## config.mk

```make
export PLATFORM = sky130hd
export DESIGN_NAME = ctrl_mult_shift_add
export DESIGN_NICKNAME = d
export VERILOG_FILES = /design/src/rtl/mult_pkg.sv /design/src/rtl/ula_8_bits.sv /design/src/rtl/ctrl_mult_shift_add.sv
export SDC_FILE = /design/constraint.sdc
export NUM_CORES = 1
export LEC_CHECK = 0
export CORE_AREA = 2 2 122 124
export DETAILED_ROUTE_END_ITERATION = 16
export DIE_AREA = 0 0 124 126
export GPL_TIMING_DRIVEN = 1
export HOLD_SLACK_MARGIN = 0.02
export PLACE_DENSITY_LB_ADDON = 0.25
export SETUP_SLACK_MARGIN = 0.2
export SYNTH_ARGS = -nofsm -noshare
export SYNTH_HDL_FRONTEND = slang
export SYNTH_HIERARCHICAL = 1
export SYNTH_SLANG_ARGS = --single-unit
```

## constraint.sdc

```tcl
create_clock -name clk -period 5.05 [get_ports clk]
set_input_delay 1.2625 -clock clk [delete_from_list [all_inputs] [get_ports clk]]
set_output_delay 1.2625 -clock clk [all_outputs]
set_load 0.03 [all_outputs]
```

## src/rtl/mult_pkg.sv

```systemverilog
// Shared types and constants for the shift-add multiplier controller.
package mult_pkg;
  typedef enum logic [1:0] {IDLE, ADD, SHIFT, DONE} mult_state_t;

  localparam int unsigned N_BITS   = 8;
  localparam logic [3:0]  S_ADD    = 4'b1001;
  localparam logic        M_ARITH  = 1'b0;
  localparam logic        CIN_ZERO = 1'b0;
  localparam logic [3:0]  CNT_LAST = 4'd7;
endpackage

```

## src/rtl/ula_8_bits.sv

```systemverilog
// 8-bit 74181-style ALU, active-high data and active-high carry.
module ula_8_bits (
  input  logic [7:0] a,
  input  logic [7:0] b,
  input  logic [3:0] s,
  input  logic       m,
  input  logic       cin,
  output logic [7:0] f,
  output logic       cout
);
  logic [7:0] op1;
  logic [7:0] op2;
  logic [8:0] sum;
  logic [7:0] lf;

  // Arithmetic mode expressed as op1 + op2 + cin; "minus 1" terms add all ones.
  always_comb begin
    op1 = a;
    op2 = 8'h00;
    unique case (s)
      4'b0000: begin op1 = a;        op2 = 8'h00;    end
      4'b0001: begin op1 = a | b;    op2 = 8'h00;    end
      4'b0010: begin op1 = a | ~b;   op2 = 8'h00;    end
      4'b0011: begin op1 = 8'hFF;    op2 = 8'h00;    end
      4'b0100: begin op1 = a;        op2 = a & ~b;   end
      4'b0101: begin op1 = a | b;    op2 = a & ~b;   end
      4'b0110: begin op1 = a;        op2 = ~b;       end
      4'b0111: begin op1 = a & ~b;   op2 = 8'hFF;    end
      4'b1000: begin op1 = a;        op2 = a & b;    end
      4'b1001: begin op1 = a;        op2 = b;        end
      4'b1010: begin op1 = a | ~b;   op2 = a & b;    end
      4'b1011: begin op1 = a & b;    op2 = 8'hFF;    end
      4'b1100: begin op1 = a;        op2 = a;        end
      4'b1101: begin op1 = a | b;    op2 = a;        end
      4'b1110: begin op1 = a | ~b;   op2 = a;        end
      default: begin op1 = a;        op2 = 8'hFF;    end
    endcase
    sum = {1'b0, op1} + {1'b0, op2} + 9'(cin);
  end

  always_comb begin
    lf = 8'h00;
    unique case (s)
      4'b0000: lf = ~a;
      4'b0001: lf = ~(a | b);
      4'b0010: lf = ~a & b;
      4'b0011: lf = 8'h00;
      4'b0100: lf = ~(a & b);
      4'b0101: lf = ~b;
      4'b0110: lf = a ^ b;
      4'b0111: lf = a & ~b;
      4'b1000: lf = ~a | b;
      4'b1001: lf = ~(a ^ b);
      4'b1010: lf = b;
      4'b1011: lf = a & b;
      4'b1100: lf = 8'hFF;
      4'b1101: lf = a | ~b;
      4'b1110: lf = a | b;
      default: lf = a;
    endcase
  end

  assign f    = m ? lf : sum[7:0];
  assign cout = m ? 1'b0 : sum[8];
endmodule

```

## src/rtl/ctrl_mult_shift_add.sv

```systemverilog
// Sequential 8x8 unsigned shift-add multiplier; the ALU does the conditional
// add, all shifting happens in the controller registers.
module ctrl_mult_shift_add
  import mult_pkg::*;
#(
  parameter int unsigned W = 8
) (
  input  logic           clk,
  input  logic           rst,
  input  logic           start,
  input  logic [W-1:0]   a,
  input  logic [W-1:0]   b,
  output logic           busy,
  output logic           done,
  output logic [2*W-1:0] p
);
  if (W != N_BITS) begin : g_bad_width
    $error("ctrl_mult_shift_add: W must equal 8");
  end

  mult_state_t state, state_n;
  logic [7:0]  m_r, m_n;
  logic [7:0]  acc, acc_n;
  logic [7:0]  q, q_n;
  logic        c_r, c_n;
  logic [3:0]  cnt, cnt_n;
  logic [15:0] p_n;
  logic        busy_n, done_n;
  logic [7:0]  f;
  logic        cout;

  ula_8_bits ula (
    .a    (acc),
    .b    (m_r),
    .s    (S_ADD),
    .m    (M_ARITH),
    .cin  (CIN_ZERO),
    .f    (f),
    .cout (cout)
  );

  // Next-state and next-register values.
  always_comb begin
    state_n = state;
    m_n     = m_r;
    acc_n   = acc;
    q_n     = q;
    c_n     = c_r;
    cnt_n   = cnt;
    p_n     = p;
    unique case (state)
      IDLE: begin
        if (start) begin
          m_n     = a[7:0];
          q_n     = b[7:0];
          acc_n   = 8'h00;
          c_n     = 1'b0;
          cnt_n   = 4'd0;
          state_n = ADD;
        end
      end
      ADD: begin
        if (q[0]) {c_n, acc_n} = {cout, f};
        else      c_n = 1'b0;
        state_n = SHIFT;
      end
      SHIFT: begin
        {c_n, acc_n, q_n} = {1'b0, c_r, acc, q[7:1]};
        cnt_n = cnt + 4'd1;
        if (cnt == CNT_LAST) begin
          p_n     = {c_r, acc, q[7:1]};
          state_n = DONE;
        end else begin
          state_n = ADD;
        end
      end
      default: state_n = IDLE;
    endcase
    busy_n = (state_n == ADD) || (state_n == SHIFT);
    done_n = (state_n == DONE);
  end

  always_ff @(posedge clk or posedge rst) begin
    if (rst) begin
      state <= IDLE;
      m_r   <= 8'h00;
      acc   <= 8'h00;
      q     <= 8'h00;
      c_r   <= 1'b0;
      cnt   <= 4'd0;
      p     <= '0;
      busy  <= 1'b0;
      done  <= 1'b0;
    end else begin
      state <= state_n;
      m_r   <= m_n;
      acc   <= acc_n;
      q     <= q_n;
      c_r   <= c_n;
      cnt   <= cnt_n;
      p     <= (2*W)'(p_n);
      busy  <= busy_n;
      done  <= done_n;
    end
  end
endmodule
```

== Yosys cells after proc, flatten, opt, wreduce, memory -nomap -nowiden ==
Cells that the tools add are included.
Widths: inputs -> output; s select.
Storage, ports and cells
  input bits: 19
  register bits: 49
  output and inout bits: 18
  word-level logic and storage cells: 41
Cells by class
  equal/unequal tests: 8
  mux-type cells: 13
  add/sub/neg operators: 2
  reductions and logical operators: 9
Operators with widths (number)
  $mux 8: 3
  $pmux 8 s3: 1
  $pmux 8 s2: 1
  $add 8x8->9: 1
  $pmux 4 s2: 1
  $reduce_and 2->1: 4
  $eq 2x2->1 const B: 3
  $pmux 2 s3: 1
  $add 4x1->4 const B: 1
  $eq 2x1->1 const B: 2
  $eq 4x3->1 const B: 1
  $mux 2: 2
  $mux 4: 1
  $ne 2x2->1 const B: 2
  $pmux 1 s3: 1
  $reduce_and 3->1: 1
  $reduce_bool 3->1: 1
  $logic_not 2->1: 1
  $mux 1: 2
  $reduce_bool 2->1: 1
  $logic_or 1x1->1: 1

== Longest topological paths before layout ==
  depth in word-level cells: 5
  depth in mapped cells: 17
  mapped depth without buffers: 16

== Modules after synthesis ==
Netlist, hierarchy kept.
Modules (own cells, without submodules)
  ula_8_bits: area each 2735.1 um2, cells an instance 393, times used 1, sequential area each 0.0 um2
  ctrl_mult_shift_add: area each 2172.1 um2, cells an instance 160, times used 1, sequential area each 1226.2 um2

== Worst setup path after synthesis ==
Ideal clock, no wire load.
  path type: reg-to-reg
  start point: reg m_r[0]
  end point: reg acc[6]
  data required time: 4.925 ns
  path buffers: 0
  clock period less this slack: 2.775 ns
  cell stages (with the launch flop): 14
  arrival: 2.650 ns
  path slack: 2.275 ns
  setup time: 0.125 ns
  path through: dfrtp_1 -> inv_1 -> o22ai_1 -> a222oi_1 -> fa_1 -> fa_1 -> nor2b_1 -> o31a_1 -> o21a_1 -> o21a_1 -> o32ai_1 -> a22oi_1 -> nor2b_1 -> mux2_2
On the way
  longest elaborated chain between the ends: 3
Ends and longest elaborated chain
  start, declared: line ctrl_mult_shift_add.sv:22  | logic [7:0] m_r, m_n;
  start signal, assigned: line ctrl_mult_shift_add.sv:96  | m_r <= m_n;
  $add 8x8->9: line ula_8_bits.sv:38  | sum = {1'b0, op1} + {1'b0, op2} + 9'(cin);
  named net f[6]: line ctrl_mult_shift_add.sv:29  | logic [7:0] f;
  $mux 8: line ctrl_mult_shift_add.sv:63  | if (q[0]) {c_n, acc_n} = {cout, f};
  $pmux 8 s3: line ctrl_mult_shift_add.sv:51  | unique case (state)
  end signal, assigned: line ctrl_mult_shift_add.sv:97  | acc <= acc_n;
  end, declared: line ctrl_mult_shift_add.sv:23  | logic [7:0] acc, acc_n;
The timed path passes the listed nets, and every way through them passes these cells. The select of a mux whose other input is x is not followed.
A chain may end at the register's enable or synchronous reset.

== Worst setup path in the final report ==
Same ends and word-level chain as after synthesis.

==> flow_summary_export.csv <==
group,metric,value,unit
synthesis,synthArstFlopShare,100,%
cts,cts_setup_buffers,0,
power,seqPwrFrac,30.4,%
routing,drt-wirelength-per-cell,19.4,um
place,dp_hpwl,10.3,mm
synthesis,synth.most_common_cell,"dfrtp_1",
setup_path,r2r_setup_slack,1.96,ns
power,sw_frac_of_total,45.4,%
global_route,grt_pass1_wl,23.5,mm
synthesis,synth-edff-count,0,
setup_path,critPathTopFamily,"compound AO/OA/AOI/OAI gates",
synthesis,synthTopCellsByArea,"dfrtp_1 25%, ha_1 11%, mux2_2 7.3%, o21ai_0 3.3%, mux2i_1 3.1%",
global_route,grt_max_degree,63,
die,initial_core_util,34.3,%
timing,timing.final.crit_share,61.2,%
run,max_cap_violations,0,
setup_path,startpoint_type,"flop",
status,status,"completed",
cts,postCtsHoldBufs,0,
setup_path,cp.required,5.23,ns
synthesis,synth_cell_types,72,
power,power_density,438,mW/mm2
routing,drt_wl_total,14.8,mm
power,power.internal,1.31,mW
timing,hold_violations,0,
cts,clock_latency,0.29,ns
timing,drv_slew,0,
worst_hold_path,hp-class,"reg -> reg",
power,vdd_ir_drop_max,0.000337,V
die,fp.dieW,124,um
synthesis,ys.flop_type,"dfrtp_1",
synthesis,yosysSeqAreaShare,25.0,%
timing,period_needed,3.09,ns
global_route,overflow,0,
global_route,grt_pass1_vias,4285,
layout,final_util,38.3,%
synthesis,synthTopCellsByCount,"49 x dfrtp_1, 45 x ha_1, 32 x mux2_2, 32 x nand2_1, 32 x o21ai_0",
power,combPwrFrac,55.5,%
setup_path,crit_arrival,3.26,ns
power,p_leak,2.26,nW
routing,final_antenna_net_count,0,
cts,cts_made_buffers,5,
setup_path,critPathMaxStageDelay,0.46,ns
setup_path,crit_buf_inv,1,
routing,firstDrtPassIters,5,
synthesis,syn_inst,553,
timing,max_freq,324,MHz
timing,relSlewSlack,32.9,%
timing,tns,0,ns
routing,vias_per_cell,5.94,
synthesis,synth_top_area_share,25.0,%
place,io_buffer_count,36,
cts,htreeDepth,2,
die,die-area,0.0156,mm2
cts,cts.clk_slew.worst_paths,0.07,ns
cts,cts_sinks,49,
routing,drtIter0Drc,400,
routing,vias,4518,
synthesis,yosys.area.top_type,"dfrtp_1",
die,die_h,126,um
layout,finalInstanceArea,0.00548,mm2
layout,n_antenna_cell,0,
setup_path,crit_chain,"inv_1 -> o22ai_1 -> a222oi_1 -> fa_1 -> fa_1 -> nor2b_1 -> o31a_1 -> o21a_1 -> o21a_1 -> o32ai_1 -> a22oi_1 -> nor2b_1 -> mux2_2",
layout,syn_to_final_growth,11.7,%
cts,cts_root_buf,"clkbuf_16",
layout,drive_above_1_share,10.4,%
cts,cts_tree,"built",
setup_path,crit_type,"reg -> reg",
timing,tightest_slew,1.01,ns
synthesis,synth_area,0.00491,mm2
synthesis,avgSynthCellArea,8.87,um2
setup_path,endpoint_kind,"flop",
place,gp_congestion,0.934,
die,core,0.0143,mm2
synthesis,ys_ff_latch,49,
cts,cts_buffer_depth,2,
layout,num-nets-final,641,
die,rows,44,
timing,rsz0062_at_grt,"no",
cts,postCtsResizedCells,0,
power,p_clk_share,14.1,%
synthesis,synth_warnings,6,
timing,finalSetupViolCount,0,
timing,finClkSkew,0.00631,ns
setup_path,cp_max_fo,6,
global_route,antenna_found_initial,0,
power,switchingPower,1.09,mW
setup_path,crit_slowest_cell,"fa_1",
die,ios,37,
global_route,track_usage,19.1,%
routing,drc,0,
place,dpl_cell_area,0.00533,mm2
-- stage by stage --
stage	setup WS, ns	cells	hold slack (ns)	power [mW]
3_5_place_dp	1.99	752	0.484	2.01
3_3_place_gp	2.06	752	0.474	1.96
5_1_grt	1.75	760	0.527	2.60
6_report	1.96	760	0.493	2.40
4_1_cts	1.96	760	0.500	2.36
2_1_floorplan	2.28	572	0.472	1.70
-- cell usage in the layout, fill, tap and decap left out, drive strengths merged, types with 4 or more instances in the layout --
cell type / n
a22oi: 17
mux2i: 15
nand2b: 16
inv: 30
nor3: 7
nor2: 29
o32a: 6
ha: 45
or3: 10
o211ai: 16
conb: 21
a21oi: 26
o31ai: 5
mux2: 34
nand2: 33
nor2b: 19
o22ai: 11
o221ai: 9
o32ai: 13
o221a: 5
clkdlybuf4s50: 36
a31oi: 4
a221o: 4
clkbuf: 5
a21o: 4
dfrtp: 49
o21a: 9
nand3: 13
o21ai: 33
-- flip-flops by register name, summed over array words and instances (netlist names) --
signal / count
p: 16
m_r: 8
acc: 8
state: 2
cnt: 4
q: 8
busy: 1
c_r: 1
done: 1
-- cell families (layout without fill, tap and decap cells) --
logic type	Yosys count	after routing	synth area share [%]
adder cells (fa/ha/maj)	47	47	12.3
buffers and inverters	69	73	7.04
AO/OA/AOI/OAI	188	188	27.8
multiplexers	50	50	11.3
AND/OR/NAND/NOR	148	148	16.4
other	2	21	0.153
flip-flops	49	49	25.0
-- final cells by class --
type / count / area (um2)
Timing Repair Buffer: 36 / 360
Tap cell: 184 / 230
Clock inverter: 3 / 25.0
Sequential cell: 49 / 1230
Clock buffer: 5 / 125
Multi-Input combinational cell: 454 / 3410
Fill cell: 1496 / 8830
Inverter: 29 / 109
-- path summary, 6_finish.rpt --
path                         from     end  depth (start not counted)
setup / recovery           m_r[0]  acc[6]                         13
hold / removal               p[2]    p[2]                          1
setup reg to reg           m_r[0]  acc[6]                         13
hold reg to reg              p[2]    p[2]                          1
max in group asynchronous     rst    q[1]                          2
min in group asynchronous     rst   p[13]                          2
-- power by group through the flow --
stage                     combinational, mW  clock (mW)  sequential [mW]
after detailed placement               1.27           0            0.736
after global placement                 1.23           0            0.732
after global routing                   1.47       0.365            0.761
final                                  1.33       0.338            0.730
after CTS                              1.28       0.351            0.731
after floorplan                        1.02           0            0.675
-- per-layer routing --
layer | global-route usage, % | wire length, um
met1 | 28.2 | 6600
met5 | 0 | 0
met3 | 1.99 | 939
met2 | 29.1 | 6990
met4 | 6.35 | 234
No activity file was read; power rests on OpenSTA's default activity.
